`src/rtl/sdram_port_arbiter.sv`:
```
// Two-client round-robin arbiter for the single SDRAM wrapper word port.
// Optional WAIT timeout abort is enabled with `define ARB_TIMEOUT_EN.
module sdram_port_arbiter #(
  parameter int ADDR_W  = 26,
  parameter int DATA_W  = 16,
  parameter int TIMEOUT = 1023
) (
  input  logic              i_clk,
  input  logic              i_rst,
  input  logic              i_c0_req,
  input  logic              i_c0_write,
  input  logic [ADDR_W-1:0] i_c0_addr,
  input  logic [DATA_W-1:0] i_c0_wdata,
  output logic              o_c0_ack,
  output logic [DATA_W-1:0] o_c0_rdata,
  output logic              o_c0_err,
  input  logic              i_c1_req,
  input  logic              i_c1_write,
  input  logic [ADDR_W-1:0] i_c1_addr,
  input  logic [DATA_W-1:0] i_c1_wdata,
  output logic              o_c1_ack,
  output logic [DATA_W-1:0] o_c1_rdata,
  output logic              o_c1_err,
  output logic [ADDR_W-1:0] o_mem_addr,
  output logic [DATA_W-1:0] o_mem_wdata,
  output logic              o_mem_write,
  output logic              o_mem_read,
  input  logic [DATA_W-1:0] i_mem_rdata,
  input  logic              i_mem_done,
  output logic              o_busy
);

  typedef enum logic [1:0] {IDLE, ISSUE, WAIT, RESP} state_t;

  state_t            state, state_nxt;
  logic              last_id, gid, wr;
  logic              gnt_valid, gnt_id, sel_write;
  logic [ADDR_W-1:0] sel_addr;
  logic [DATA_W-1:0] sel_wdata;
  logic              done_ev, timeout_hit, finish;

  // A done pulse always wins over a timeout landing in the same cycle.
  assign done_ev = (state == WAIT) && i_mem_done;
  assign finish  = done_ev || timeout_hit;

  always_comb begin
    gnt_valid = 1'b0;
    gnt_id    = 1'b0;
    state_nxt = state;
    if (i_c0_req && i_c1_req) begin
      gnt_valid = 1'b1;
      gnt_id    = ~last_id;
    end else if (i_c0_req) begin
      gnt_valid = 1'b1;
      gnt_id    = 1'b0;
    end else if (i_c1_req) begin
      gnt_valid = 1'b1;
      gnt_id    = 1'b1;
    end
    sel_write = gnt_id ? i_c1_write : i_c0_write;
    sel_addr  = gnt_id ? i_c1_addr  : i_c0_addr;
    sel_wdata = gnt_id ? i_c1_wdata : i_c0_wdata;
    case (state)
      IDLE:    if (gnt_valid) state_nxt = ISSUE;
      ISSUE:   state_nxt = WAIT;
      WAIT:    if (finish) state_nxt = RESP;
      RESP:    state_nxt = IDLE;
      default: state_nxt = IDLE;
    endcase
  end

  always_ff @(posedge i_clk or posedge i_rst) begin
    if (i_rst) begin
      state       <= IDLE;
      last_id     <= 1'b1;
      gid         <= 1'b0;
      wr          <= 1'b0;
      o_mem_addr  <= '0;
      o_mem_wdata <= '0;
      o_mem_write <= 1'b0;
      o_mem_read  <= 1'b0;
      o_c0_ack    <= 1'b0;
      o_c1_ack    <= 1'b0;
      o_c0_rdata  <= '0;
      o_c1_rdata  <= '0;
      o_busy      <= 1'b0;
    end else begin
      state       <= state_nxt;
      o_busy      <= (state_nxt != IDLE);
      o_mem_write <= 1'b0;
      o_mem_read  <= 1'b0;
      o_c0_ack    <= 1'b0;
      o_c1_ack    <= 1'b0;
      if (state == IDLE && gnt_valid) begin
        gid         <= gnt_id;
        wr          <= sel_write;
        o_mem_addr  <= sel_addr;
        o_mem_wdata <= sel_wdata;
        o_mem_write <= sel_write;
        o_mem_read  <= ~sel_write;
      end
      // Writes and aborted reads return zero data.
      if (finish) begin
        if (gid) begin
          o_c1_ack   <= 1'b1;
          o_c1_rdata <= (wr || timeout_hit) ? '0 : i_mem_rdata;
        end else begin
          o_c0_ack   <= 1'b1;
          o_c0_rdata <= (wr || timeout_hit) ? '0 : i_mem_rdata;
        end
      end
      if (state == RESP) last_id <= gid;
    end
  end

`ifdef ARB_TIMEOUT_EN
  localparam int CNT_W = $clog2(TIMEOUT + 1);
  logic [CNT_W-1:0] wait_cnt;

  // Abort on the WAIT cycle whose increment would reach TIMEOUT.
  assign timeout_hit = (state == WAIT) && !i_mem_done &&
                       (wait_cnt == CNT_W'(TIMEOUT - 1));

  always_ff @(posedge i_clk or posedge i_rst) begin
    if (i_rst) begin
      wait_cnt <= '0;
      o_c0_err <= 1'b0;
      o_c1_err <= 1'b0;
    end else begin
      if (state == ISSUE)     wait_cnt <= '0;
      else if (state == WAIT) wait_cnt <= wait_cnt + 1'b1;
      if (finish) begin
        if (gid) o_c1_err <= timeout_hit;
        else     o_c0_err <= timeout_hit;
      end else if (state == RESP) begin
        if (gid) o_c1_err <= 1'b0;
        else     o_c0_err <= 1'b0;
      end
    end
  end
`else
  assign timeout_hit = 1'b0;
  assign o_c0_err    = 1'b0;
  assign o_c1_err    = 1'b0;
`endif

endmodule
```
`config.mk`:
```
export PLATFORM = sky130hd
export DESIGN_NAME = sdram_port_arbiter
export DESIGN_NICKNAME = d
export VERILOG_FILES = /design/src/rtl/sdram_port_arbiter.sv
export SDC_FILE = /design/constraint.sdc
export NUM_CORES = 1
export LEC_CHECK = 0
export ABC_AREA = 1
export CAP_MARGIN = 10
export CORE_ASPECT_RATIO = 0.8
export CORE_MARGIN = 4
export CORE_UTILIZATION = 41
export CTS_BUF_LIST = sky130_fd_sc_hd__clkbuf_2
export CTS_CLUSTER_SIZE = 12
export DETAILED_ROUTE_END_ITERATION = 6
export PLACE_DENSITY = 0.84
export SLEW_MARGIN = 0
export SYNTH_ARGS = -nofsm -noshare
export SYNTH_HDL_FRONTEND = slang
export SYNTH_SLANG_ARGS = --single-unit
```
`constraint.sdc`:
```
create_clock -name i_clk -period 2.8 [get_ports i_clk]
set_input_delay 0.56 -clock i_clk [delete_from_list [all_inputs] [get_ports i_clk]]
set_output_delay 0.56 -clock i_clk [all_outputs]
set_load 0.1 [all_outputs]
```
# After elaboration in Yosys (flattened, before gate mapping)
# Cells that the tools add are included.
# op_classes
n_eq_ne	3
muxes	18
n_bitwise	3
reduce_logical	7
# op_table
cell	n
two-way mux 16 bit	2
two-way mux 26 bit	1
two-way mux 1 bit	12
one-hot mux 2 bit (4 select lines)	1
equality test 2 bit, second input constant	2
two-way mux 2 bit	2
AND reduction 2 bit	2
logical AND 1 bit	3
inverter 1 bit	3
equality test 2 x 1 -> 1 bit, second input constant	1
logical NOT 2 bit	1
nonzero test 2 bit	1
# totals
reg_bits	84
elab_cells	44

# Depth between registers and ports, before layout
# depth
word_depth	6
depth_mapped	7
mapped_depth_nobuf	6

# Worst setup path before layout
# Ideal clock, no wire load.
# synth_path
path_kind	reg-to-output
start	register o_mem_addr[0]
end	output port o_mem_addr[0]
arrival_time_ns	0.898
required_ns	2.240
setup_slack_ns	1.342
stages_incl_launch_ff	1
n_path_buf	0
cell_sequence	dfrtp_1
# synth_lines
element	line_no	source
start: declaration	24	output logic [ADDR_W-1:0] o_mem_addr,
start signal: assignment	97	o_mem_addr <= sel_addr;
# No word-level cell between the ends.

# Final worst setup path
# layout_path
start	register state[0]
end	register o_c0_rdata[7]
# layout_between
elab_chain_len	3
# layout_lines
element	line_no	source
start: declaration	35	state_t state, state_nxt;
start signal: assignment	88	state <= state_nxt;
equality test 2 bit	43	assign done_ev = (state == WAIT) && i_mem_done;
logical AND 1 bit	43	
AND reduction 2 bit (no line)	-	
end signal: assignment	109	o_c0_rdata <= (wr || timeout_hit) ? '0 : i_mem_rdata;
end: declaration	15	output logic [DATA_W-1:0] o_c0_rdata,
# No other way between the ends.
# A chain may end at the register's enable or synchronous reset.

==> results_dict.tcl <==
set metrics [dict create \
    drv_cap 0 \
    cp-end-kind "flip-flop" \
    tritoncts_num_sinks 84 \
    grt_max_degree 55 \
    ios 188 \
    status "finished clean" \
    maxSlewViolCount 0 \
    synthArstFlopShare 1.00 \
    path_delay_family "simple AND/OR/NAND/NOR gates" \
    cts_setup_buffers 0 \
    hpwlAfterDp_um 9370 \
    die_h_um 104 \
    synth_edf_count 0 \
    track_usage 0.189 \
    hold_class "in -> async" \
    drc_errors 0 \
    synth_cells 577 \
    die_w_um 128 \
    synth.distinct_cells 26 \
    cts_resized 0 \
    postLayoutSetupSlackWorst_ns 0.884 \
    synth_ff_type "dfrtp_1" \
    area_growth_pct 37.2 \
    fin_tns_setup_ns 0 \
    ctsHtreeMaxLevel 3 \
    tightest_slew_ns 0.672 \
    synth.avg_cell_area_um2 8.12 \
    drt-pass1-iter-count 4 \
    synth_xor_area_frac 0 \
    grt_pass1_wl_um 20600 \
    post-route-min-period_ns 1.92 \
    nets 859 \
    portBuffers 185 \
    rsz0062_at_grt "no" \
    vias 4260 \
    critPathArrivalTime_ns 2.39 \
    setup_violations 0 \
    grt-ovfl-total 0 \
    layout-drive-gt1-share 0.255 \
    yosys.area_share.simple 0.349 \
    num_rows 34 \
    synth_compound_area_frac 0.0409 \
    gp_congestion 0.815 \
    synth-seq-cells 84 \
    critical_path.max_fanout 19 \
    final.fill_count 1008 \
    crit_type "reg -> reg" \
    skew_ns 0.0289 \
    synth_top_area_frac 0.443 \
    seq_area_frac_synth 0.449 \
    synth_mux_area_frac 0 \
    path_common_cell "nand2_1" \
    cts_tree "built" \
    synth_top_family_by_area "simple AND/OR/NAND/NOR gates" \
    timing.fmax_ghz 0.522 \
    hold_viol 0 \
    first_iter_violations 180 \
    place_ws_ns 0.583 \
    path_buf_inv 1 \
    synth_most_common_cell "nand2_1" \
    crit_required_ns 3.27 \
    dieArea_um2 13200 \
    yosys_warnings 0 \
    syn_area_um2 4690 \
    slew_headroom 0.552 \
    core_area_um2 11000 \
    antenna_cells 0 \
    ys_top_cells_by_area "dfrtp_1, nand2_1, inv_1" \
    rrSetupSlack_ns 0.88 \
    synthTopCellsByCount "nand2_1, inv_1, dfrtp_1" \
    antenna_found_initial 0 \
    wl_per_cell_um 14.1 \
    cts-buffers-inserted 9 \
    cp_slowest_stage_delay_ns 0.61 \
    first_global_vias 4279 \
    post-synth-top-area-cell "dfrtp_1" \
    clkLatencyLatePin_ns 0.53 \
    synthAdderAreaFrac 0.0107 \
    antenna_left 0 \
    initial_core_util 0.425 \
    cts-root-buf "clkbuf_2" \
    crit_path_cell_trace "inv_1 -> ha_1 -> nand2_2 -> nor2_2 -> nand2_1 -> nand2_1" \
    clkTransAtPathRegs_ns 0.25 \
    cp-start-kind "flip-flop" \
    slowest_stage "nor2_2" \
    via_per_inst 4.75 \
    fin_crit_sh 0.684 \
    ctsHoldBuffers 0 \
    routed_wl_um 12700 \
    clk_path_buf_depth 2 \
]
==> sequential cells by signal, summed over array words and instances (netlist names) <==
signal	count
o_c0_rdata	16
o_busy	1
o_mem_write	1
o_mem_wdata	16
o_mem_addr	26
state	2
last_id	1
o_c1_rdata	16
o_mem_read	1
wr	1
o_c1_ack	1
gid	1
o_c0_ack	1
==> cell type report <==
| cell class | instances | area, um2 | area share |
|---|---|---|---|
| flip-flops and latches | 84 | 2100 | 0.327 |
| clock buffers | 9 | 45.0 | 0.00700 |
| well taps | 144 | 180 | 0.0280 |
| multi-input cells | 352 | 1880 | 0.293 |
| inverters | 109 | 410 | 0.0638 |
| clock inverters | 7 | 82.6 | 0.0128 |
| repair buffers | 192 | 1730 | 0.268 |
==> stage by stage <==
stage	utilization	instance area [um2]	hold WS, ns	cells
6_report	0.584	6430	0.380	897
5_1_grt	0.584	6430	0.342	897
4_1_cts	0.584	6430	0.340	897
3_5_place_dp	0.572	6300	0.466	881
3_3_place_gp	0.572	6300	0.465	881
2_1_floorplan	-	4690	0.501	578
==> cell usage in the layout (no fill, tap or decap), types with 2 or more instances in the layout <==
cell type / synthesis / routed
clkdlybuf4s50_1: 0 / 105
nand3_1: 47 / 47
buf_4: 5 / 84
ha_1: 4 / 4
o21ai_1: 26 / 26
a21oi_1: 2 / 2
nor2_1: 17 / 17
nand3_2: 40 / 40
buf_12: 8 / 2
conb_1: 1 / 2
inv_1: 108 / 107
nand2_1: 159 / 159
clkbuf_2: 0 / 9
o21ai_0: 7 / 7
nor2_4: 2 / 2
inv_8: 0 / 2
dfrtp_1: 83 / 83
nand2_2: 40 / 40
inv_6: 0 / 2
==> cell families (layout without fill, tap and decap cells) <==
group	after synthesis	count (layout)
buf+inv	142	317
simple gates	310	310
flops	84	84
compound gates	36	36
fa+ha+maj	4	4
other cells	1	2
==> per-layer routing <==
| layer | up-vias | track usage | part of all wire |
|---|---|---|---|
| met2 | 162 | 0.321 | 0.49 |
| met4 | 0 | 0.0597 | 0.017 |
| met3 | 17 | 0.0484 | 0.068 |
| met1 | 2007 | 0.236 | 0.43 |
| li1 | 2074 | - | - |
| met5 | - | 0 | 0 |
==> final timing paths <==
kind	cells after the start	from	endpoint
worst min register to register	2	o_mem_addr[9]$_DFFE_PP0P_	o_mem_addr[9]$_DFFE_PP0P_
worst min-delay path	2	i_rst	o_mem_wdata[3]$_DFFE_PP0P_
min in group i_clk	2	o_mem_addr[9]$_DFFE_PP0P_	o_mem_addr[9]$_DFFE_PP0P_
worst max register to register	6	state[0]$_DFF_PP0_	o_c0_rdata[7]$_DFFE_PP0P_
max in group asynchronous	3	i_rst	last_id$_DFFE_PP1N_
worst max-delay path	6	state[0]$_DFF_PP0_	o_c0_rdata[7]$_DFFE_PP0P_
==> worst register-to-register path: stages (launching register included) <==
cell and delay, ns:
dfrtp_1 0.44, inv_1 0.14, ha_1 0.22, nand2_2 0.25, nor2_2 0.61, nand2_1 0.13, nand2_1 0.09
Power is not shown: default switching activity piles up to over one toggle a cycle in this logic, so the estimate is an artifact.
